File: src/rtl/draw_player.sv
// Player overlay stage: composites a mouse-steered square onto the background
// stream, keeps it inside the arena, and runs the lives / invulnerability /
// game-over state machine. Timing and rgb leave exactly two cycles after entry.
module draw_player #(
    parameter int          TOP_V_LINE    = 317,
    parameter int          BOTTOM_V_LINE = 617,
    parameter int          LEFT_H_LINE   = 361,
    parameter int          RIGHT_H_LINE  = 661,
    parameter int          SIZE          = 16,
    parameter logic [11:0] COLOR         = 12'hf_0_0,
    parameter int          LIVES         = 3,
    parameter int          INVULN_FRAMES = 60
) (
    input  logic        pclk,
    input  logic        rst,

    input  logic [11:0] vcount_in,
    input  logic [11:0] hcount_in,
    input  logic        vsync_in,
    input  logic        hsync_in,
    input  logic        vblnk_in,
    input  logic        hblnk_in,
    input  logic [11:0] rgb_in,

    input  logic [1:0]  mouse_mode,
    input  logic [11:0] xpos,
    input  logic [11:0] ypos,
    input  logic        hit,

    output logic [11:0] vcount_out,
    output logic [11:0] hcount_out,
    output logic        vsync_out,
    output logic        hsync_out,
    output logic        vblnk_out,
    output logic        hblnk_out,
    output logic [11:0] rgb_out,

    output logic [11:0] player_x,
    output logic [11:0] player_y,
    output logic [2:0]  lives,
    output logic        game_over
);

    // Arena limits for the square's top-left corner and its home position.
    localparam logic [11:0] X_MIN   = 12'(LEFT_H_LINE);
    localparam logic [11:0] X_MAX   = 12'(RIGHT_H_LINE - SIZE);
    localparam logic [11:0] Y_MIN   = 12'(TOP_V_LINE);
    localparam logic [11:0] Y_MAX   = 12'(BOTTOM_V_LINE - SIZE);
    localparam logic [11:0] X_CTR   = 12'((LEFT_H_LINE + RIGHT_H_LINE - SIZE) / 2);
    localparam logic [11:0] Y_CTR   = 12'((TOP_V_LINE + BOTTOM_V_LINE - SIZE) / 2);
    localparam logic [11:0] SIZE_W  = 12'(SIZE);
    localparam logic [2:0]  LIVES_W = 3'(LIVES);
    localparam logic [7:0]  INV_W   = 8'(INVULN_FRAMES);

    typedef enum logic [1:0] {
        IDLE   = 2'd0,
        PLAY   = 2'd1,
        INVULN = 2'd2,
        DEAD   = 2'd3
    } state_t;

    // Unsigned saturation of a mouse coordinate into [lo, hi].
    function automatic logic [11:0] clamp(input logic [11:0] v,
                                          input logic [11:0] lo,
                                          input logic [11:0] hi);
        if (v < lo)
            clamp = lo;
        else if (v > hi)
            clamp = hi;
        else
            clamp = v;
    endfunction

    // ------------------------------------------------------------------
    // Control state
    // ------------------------------------------------------------------
    state_t      state_q, state_d;
    logic [2:0]  lives_q, lives_d;
    logic [7:0]  inv_cnt_q, inv_cnt_d;
    logic [11:0] player_x_q, player_x_d;
    logic [11:0] player_y_q, player_y_d;
    logic        game_over_q, game_over_d;
    logic        vblnk_prev_q;

    logic        game_mode;
    logic        frame_tick;
    logic        visible;

    assign game_mode  = (mouse_mode == 2'b01);
    assign frame_tick = vblnk_in & ~vblnk_prev_q;

    // During invulnerability the square blinks with a 4-frame half period.
    assign visible = (state_q == PLAY) || ((state_q == INVULN) && !inv_cnt_q[2]);

    // Next-state, lives, invulnerability timer and position update.
    always_comb begin
        state_d     = state_q;
        lives_d     = lives_q;
        inv_cnt_d   = inv_cnt_q;
        player_x_d  = player_x_q;
        player_y_d  = player_y_q;
        game_over_d = 1'b0;

        if (!game_mode) begin
            // Leaving game mode wins over everything, including a hit.
            state_d    = IDLE;
            lives_d    = LIVES_W;
            inv_cnt_d  = 8'd0;
            player_x_d = X_CTR;
            player_y_d = Y_CTR;
        end else begin
            // Position only follows the mouse once per frame while alive.
            if (((state_q == PLAY) || (state_q == INVULN)) && frame_tick) begin
                player_x_d = clamp(xpos, X_MIN, X_MAX);
                player_y_d = clamp(ypos, Y_MIN, Y_MAX);
            end

            case (state_q)
                IDLE: begin
                    state_d    = PLAY;
                    lives_d    = LIVES_W;
                    inv_cnt_d  = 8'd0;
                    player_x_d = X_CTR;
                    player_y_d = Y_CTR;
                end
                PLAY: begin
                    // Leaving PLAY on the first hit cycle makes a held hit count once.
                    if (hit) begin
                        lives_d = lives_q - 3'd1;
                        if (lives_q == 3'd1) begin
                            state_d     = DEAD;
                            game_over_d = 1'b1;
                        end else begin
                            state_d   = INVULN;
                            inv_cnt_d = INV_W;
                        end
                    end
                end
                INVULN: begin
                    if (frame_tick) begin
                        inv_cnt_d = inv_cnt_q - 8'd1;
                        if (inv_cnt_q == 8'd1)
                            state_d = PLAY;
                    end
                end
                DEAD: begin
                    lives_d = 3'd0;
                end
                default: begin
                    state_d = IDLE;
                end
            endcase
        end
    end

    // Control registers, including the vblank edge detector.
    always_ff @(posedge pclk) begin
        if (rst) begin
            state_q      <= IDLE;
            lives_q      <= LIVES_W;
            inv_cnt_q    <= 8'd0;
            player_x_q   <= X_CTR;
            player_y_q   <= Y_CTR;
            game_over_q  <= 1'b0;
            vblnk_prev_q <= 1'b0;
        end else begin
            state_q      <= state_d;
            lives_q      <= lives_d;
            inv_cnt_q    <= inv_cnt_d;
            player_x_q   <= player_x_d;
            player_y_q   <= player_y_d;
            game_over_q  <= game_over_d;
            vblnk_prev_q <= vblnk_in;
        end
    end

    // ------------------------------------------------------------------
    // Pixel pipeline
    // ------------------------------------------------------------------
    logic [11:0] vcount_p1_q, vcount_p1_d, vcount_p2_q, vcount_p2_d;
    logic [11:0] hcount_p1_q, hcount_p1_d, hcount_p2_q, hcount_p2_d;
    logic        vsync_p1_q,  vsync_p1_d,  vsync_p2_q,  vsync_p2_d;
    logic        hsync_p1_q,  hsync_p1_d,  hsync_p2_q,  hsync_p2_d;
    logic        vblnk_p1_q,  vblnk_p1_d,  vblnk_p2_q,  vblnk_p2_d;
    logic        hblnk_p1_q,  hblnk_p1_d,  hblnk_p2_q,  hblnk_p2_d;
    logic [11:0] rgb_p1_q,    rgb_p1_d,    rgb_p2_q,    rgb_p2_d;
    logic        draw_p1_q,   draw_p1_d;

    logic inside_h;
    logic inside_v;

    assign inside_h = (hcount_in >= player_x_q) && (hcount_in < player_x_q + SIZE_W);
    assign inside_v = (vcount_in >= player_y_q) && (vcount_in < player_y_q + SIZE_W);

    // Stage 1 captures the stream and decides coverage; stage 2 composites.
    always_comb begin
        // stage 1: register inputs, resolve whether this pixel is the square
        vcount_p1_d = vcount_in;
        hcount_p1_d = hcount_in;
        vsync_p1_d  = vsync_in;
        hsync_p1_d  = hsync_in;
        vblnk_p1_d  = vblnk_in;
        hblnk_p1_d  = hblnk_in;
        rgb_p1_d    = rgb_in;
        draw_p1_d   = inside_h && inside_v && visible && !hblnk_in && !vblnk_in;

        // stage 2: select player colour or pass the background through
        vcount_p2_d = vcount_p1_q;
        hcount_p2_d = hcount_p1_q;
        vsync_p2_d  = vsync_p1_q;
        hsync_p2_d  = hsync_p1_q;
        vblnk_p2_d  = vblnk_p1_q;
        hblnk_p2_d  = hblnk_p1_q;
        rgb_p2_d    = draw_p1_q ? COLOR : rgb_p1_q;
    end

    // Pipeline registers; cleared on reset so outputs start from zero.
    always_ff @(posedge pclk) begin
        if (rst) begin
            vcount_p1_q <= 12'd0;
            hcount_p1_q <= 12'd0;
            vsync_p1_q  <= 1'b0;
            hsync_p1_q  <= 1'b0;
            vblnk_p1_q  <= 1'b0;
            hblnk_p1_q  <= 1'b0;
            rgb_p1_q    <= 12'd0;
            draw_p1_q   <= 1'b0;
            vcount_p2_q <= 12'd0;
            hcount_p2_q <= 12'd0;
            vsync_p2_q  <= 1'b0;
            hsync_p2_q  <= 1'b0;
            vblnk_p2_q  <= 1'b0;
            hblnk_p2_q  <= 1'b0;
            rgb_p2_q    <= 12'd0;
        end else begin
            vcount_p1_q <= vcount_p1_d;
            hcount_p1_q <= hcount_p1_d;
            vsync_p1_q  <= vsync_p1_d;
            hsync_p1_q  <= hsync_p1_d;
            vblnk_p1_q  <= vblnk_p1_d;
            hblnk_p1_q  <= hblnk_p1_d;
            rgb_p1_q    <= rgb_p1_d;
            draw_p1_q   <= draw_p1_d;
            vcount_p2_q <= vcount_p2_d;
            hcount_p2_q <= hcount_p2_d;
            vsync_p2_q  <= vsync_p2_d;
            hsync_p2_q  <= hsync_p2_d;
            vblnk_p2_q  <= vblnk_p2_d;
            hblnk_p2_q  <= hblnk_p2_d;
            rgb_p2_q    <= rgb_p2_d;
        end
    end

    assign vcount_out = vcount_p2_q;
    assign hcount_out = hcount_p2_q;
    assign vsync_out  = vsync_p2_q;
    assign hsync_out  = hsync_p2_q;
    assign vblnk_out  = vblnk_p2_q;
    assign hblnk_out  = hblnk_p2_q;
    assign rgb_out    = rgb_p2_q;

    assign player_x  = player_x_q;
    assign player_y  = player_y_q;
    assign lives     = lives_q;
    assign game_over = game_over_q;

endmodule

File: config.mk
export PLATFORM = sky130hd
export DESIGN_NAME = draw_player
export DESIGN_NICKNAME = d
export VERILOG_FILES = /design/src/rtl/draw_player.sv
export SDC_FILE = /design/constraint.sdc
export NUM_CORES = 1
export LEC_CHECK = 0
export CAP_MARGIN = 5
export CORE_ASPECT_RATIO = 0.5
export CORE_MARGIN = 1.5
export CORE_UTILIZATION = 35
export DETAILED_ROUTE_END_ITERATION = 10
export DONT_BUFFER_PORTS = 1
export GPL_TIMING_DRIVEN = 0
export SETUP_SLACK_MARGIN = 0.02
export SLEW_MARGIN = 10
export SYNTH_ARGS = -nofsm -noshare
export SYNTH_HDL_FRONTEND = slang
export SYNTH_SLANG_ARGS = --single-unit
File: constraint.sdc
create_clock -name pclk -period 3.12 [get_ports pclk]
set_input_delay 0 -clock pclk [delete_from_list [all_inputs] [get_ports pclk]]
set_output_delay 0 -clock pclk [all_outputs]
set_load 0.1 [all_outputs]
==> metrics.cfg <==
[power]
total_power_uw = 3972
p_leak_uw = 0.002755
p_per_area_nw_per_um2 = 581.7
swShare_pct = 25.30
internal_power_uw = 2967
combPwrFrac_pct = 5.7
clkPwrFrac_pct = 50.7
switchingPower_uw = 1005
p_seq_share_pct = 43.6
ir_drop_mv = 0.3794

[hold_path]
hp-class = in -> reg
min_path_cells = 3

[drt]
routedWlPerCell_um = 15.01
via_per_inst = 4.768
drt_wl_total_um = 12900
route.detailed.drc = 0
drt_iter0_markers = 179
vias = 4096
dr.pass1.iters = 4
postRouteAntennaNets = 0

[floorplanning]
die_area_um2 = 15550
design.core.area_um2 = 14430
start_util_pct = 35.83
die_width_um = 174.9
num_rows = 31
io_pins = 137
die_h_um = 88.94

[timing]
max_freq_mhz = 339.8
tightest_slew_ns = 1.109
maxSlewViolCount = 0
finalSetupTns_ns = 0
skew_ns = 0.007593
worst_slew_margin_rel_pct = 25.97
hold_viol = 0
post-route-period-util_pct = 94.33
setup_viol = 0
finalCriticalPeriod_ns = 2.943
rsz0062_at_grt = no
worst_slack_ns = 0.1768

[setup_path]
slowest_delay_ns = 0.98
worstPathArrival_ns = 3.28
cp_max_fo = 3
reg2reg_depth = 8
worstSetupEndpointType = register
slowest_stage = dfxtp_1
cp-start-kind = register
cp.required_ns = 3.46
worstPathCellList = inv_1 > xnor2_1 > ha_1 > or4_4 > a2111oi_4 > o211ai_1 > a21oi_1 > and4bb_1
path_class = reg -> reg

[yosys]
avgSynthCellArea_um2 = 9.315
synthMuxAreaShare_pct = 0.1936
yosysMostFrequentCell = dfxtp_1
yosysTopAreaCellShare_pct = 46.08
synth_compound_area_share_pct = 12.95
ys.flop_type = dfxtp_1
synthTopCellsByArea = dfxtp_1, ha_1, nor2b_1, a21oi_1, nor2_1
synth_area_um2 = 5170
syn-num-nets = 675
ys_top_cells_by_count = dfxtp_1, nor2b_1, ha_1
yosys_warnings = 0
ys_seq_area_share_pct = 46.08
synth_fa_ha_area_share_pct = 12.34
yosysTopAreaCell = dfxtp_1
synthDistinctLibCells = 45
synth_simple_gate_area_share_pct = 21.78
synthXorXnorAreaFrac_pct = 2.033
synth_enable_flop_cells = 0
synth_top_family_by_area = simple AND/OR/NAND/NOR gates
synth_seq_cells = 119
async_reset_ff_share_pct = 0
synthCells = 555

[cells_and_area]
area.growth.synth_to_final_pct = 32.07
layout.area.seq_um2 = 2421
nNetsFinal = 768
antenna_cells = 0
multi_input_area_um2 = 2570
drive_above_1_share_pct = 9.228
fillers = 1333
stdcell_area_um2 = 6828
fin_util_pct = 47.32

[clocking]
cts_buffer_depth = 2
cts_max_level = 4
clockRootBuffer = clkbuf_16
path_clk_slew_ns = 0.06
numCtsBuffers = 17
cts_tree = done
cts.sinks = 119
clock_latency_ns = 0.40

[placement]
placed_area_um2 = 5428
hpwl_um = 9166
gp_congestion = 0.8320
place_ws_ns = -0.1759
io_buffers = 0

[grt]
track_usage_pct = 16.95
grt_pass1_wl_um = 20220
use_met1_pct = 20.42
grt.busiest_layer = met2
grt_max_degree = 17
grt_pass1_vias = 4037
gr-usage-met2_pct = 28.97
grtUsageMet3_pct = 4.847
grt-ovfl-total = 0
antenna_found_initial = 0

[flow_run]
maxCapViolations = 0

[status]
status = complete, no violations

## kinds of logic after synthesis
family	after synthesis
mux	1
compound gates	104
flops	119
fa+ha+maj	51
simple gates	209
xor+xnor	12
buf+inv	59
## critical path, delay by kind of cell (launching register included)
| family | cells | cell delay, ns |
|---|---|---|
| AOI/OAI and AO/OA | 3 | 0.58 |
| xor gates and xnor gates | 1 | 0.19 |
| adders and majority gates | 1 | 0.17 |
| buffers and inverters | 1 | 0.22 |
| DFF | 1 | 0.98 |
| and+or+nand+nor | 2 | 0.74 |
## stage by stage
step | hold slack [ns] | cells
after floorplan | 0.1249 | 555
after global placement | 0.1298 | 753
after detailed placement | 0.1341 | 753
after CTS | 0.0004419 | 858
after global routing | 0.02958 | 859
final | 0.01254 | 859
## final timing paths
check                                   from          to  slack, ns
worst max-delay path            player_y[11]   draw_p1_q       0.18
worst min-delay path                     rst  state_q[0]       0.01
worst max register to register  player_y[11]   draw_p1_q       0.18
worst min register to register   rgb_p1_q[0]  rgb_out[0]       0.42
## layout make-up
cell class,count,area share [%]
timing repair buffer,74,10.81
tap,198,3.628
clock buffer,18,6.432
inverter,40,2.199
multi-input combinational,377,37.64
buffer,19,1.301
clock inverter,14,2.529
sequential,119,35.46
## routing by layer
| metal | routed length [um] | share of wire [%] |
|---|---|---|
| met3 | 606 | 4.7 |
| met2 | 6097 | 47 |
| met5 | 0 | 0 |
| met1 | 5914 | 46 |
| met4 | 278 | 2.2 |
## state kept, by name (all words and copies together) (netlist names)
signal / flops
hcount_out: 12
hcount_p1_q: 12
player_x: 12
player_y: 12
rgb_out: 12
rgb_p1_q: 12
vcount_out: 12
vcount_p1_q: 12
inv_cnt_q: 8
lives: 3
state_q: 2
draw_p1_q: 1
game_over: 1
hblnk_out: 1
hblnk_p1_q: 1
hsync_out: 1
hsync_p1_q: 1
vblnk_out: 1
vblnk_p1_q: 1
vsync_out: 1
vsync_p1_q: 1
## what timing repair did
action	in CTS	in global routing
resized for setup	11	9
pin swaps	0	1
gates cloned	0	0
hold buffers	73	0
endpoints found under the hold margin	63	0
setup endpoints to repair	1	1
buffers inserted	0	1
## cell usage in the layout (no fill, tap or decap), types with 15 or more instances in the layout
cell | netlist | layout
dfxtp_1 | 119 | 104
dlygate4sd3_1 | 0 | 73
nor2b_1 | 68 | 68
ha_1 | 51 | 51
nor2_1 | 42 | 42
inv_1 | 40 | 38
a21oi_1 | 35 | 35
o21ai_0 | 28 | 28
nand2_1 | 25 | 25
clkbuf_16 | 0 | 17
nor3_1 | 16 | 16
clkbuf_1 | 15 | 15
## power groups by stage
| stage | logic, uW | clock network, uW | registers [uW] |
|---|---|---|---|
| after floorplan | 123 | 0 | 1770 |
| after global placement | 152 | 0 | 1770 |
| after detailed placement | 156 | 0 | 1770 |
| after CTS | 225 | 2050 | 1730 |
| after global routing | 255 | 2130 | 1740 |
| final | 226 | 2010 | 1730 |
No activity file was read; power rests on OpenSTA's default activity.
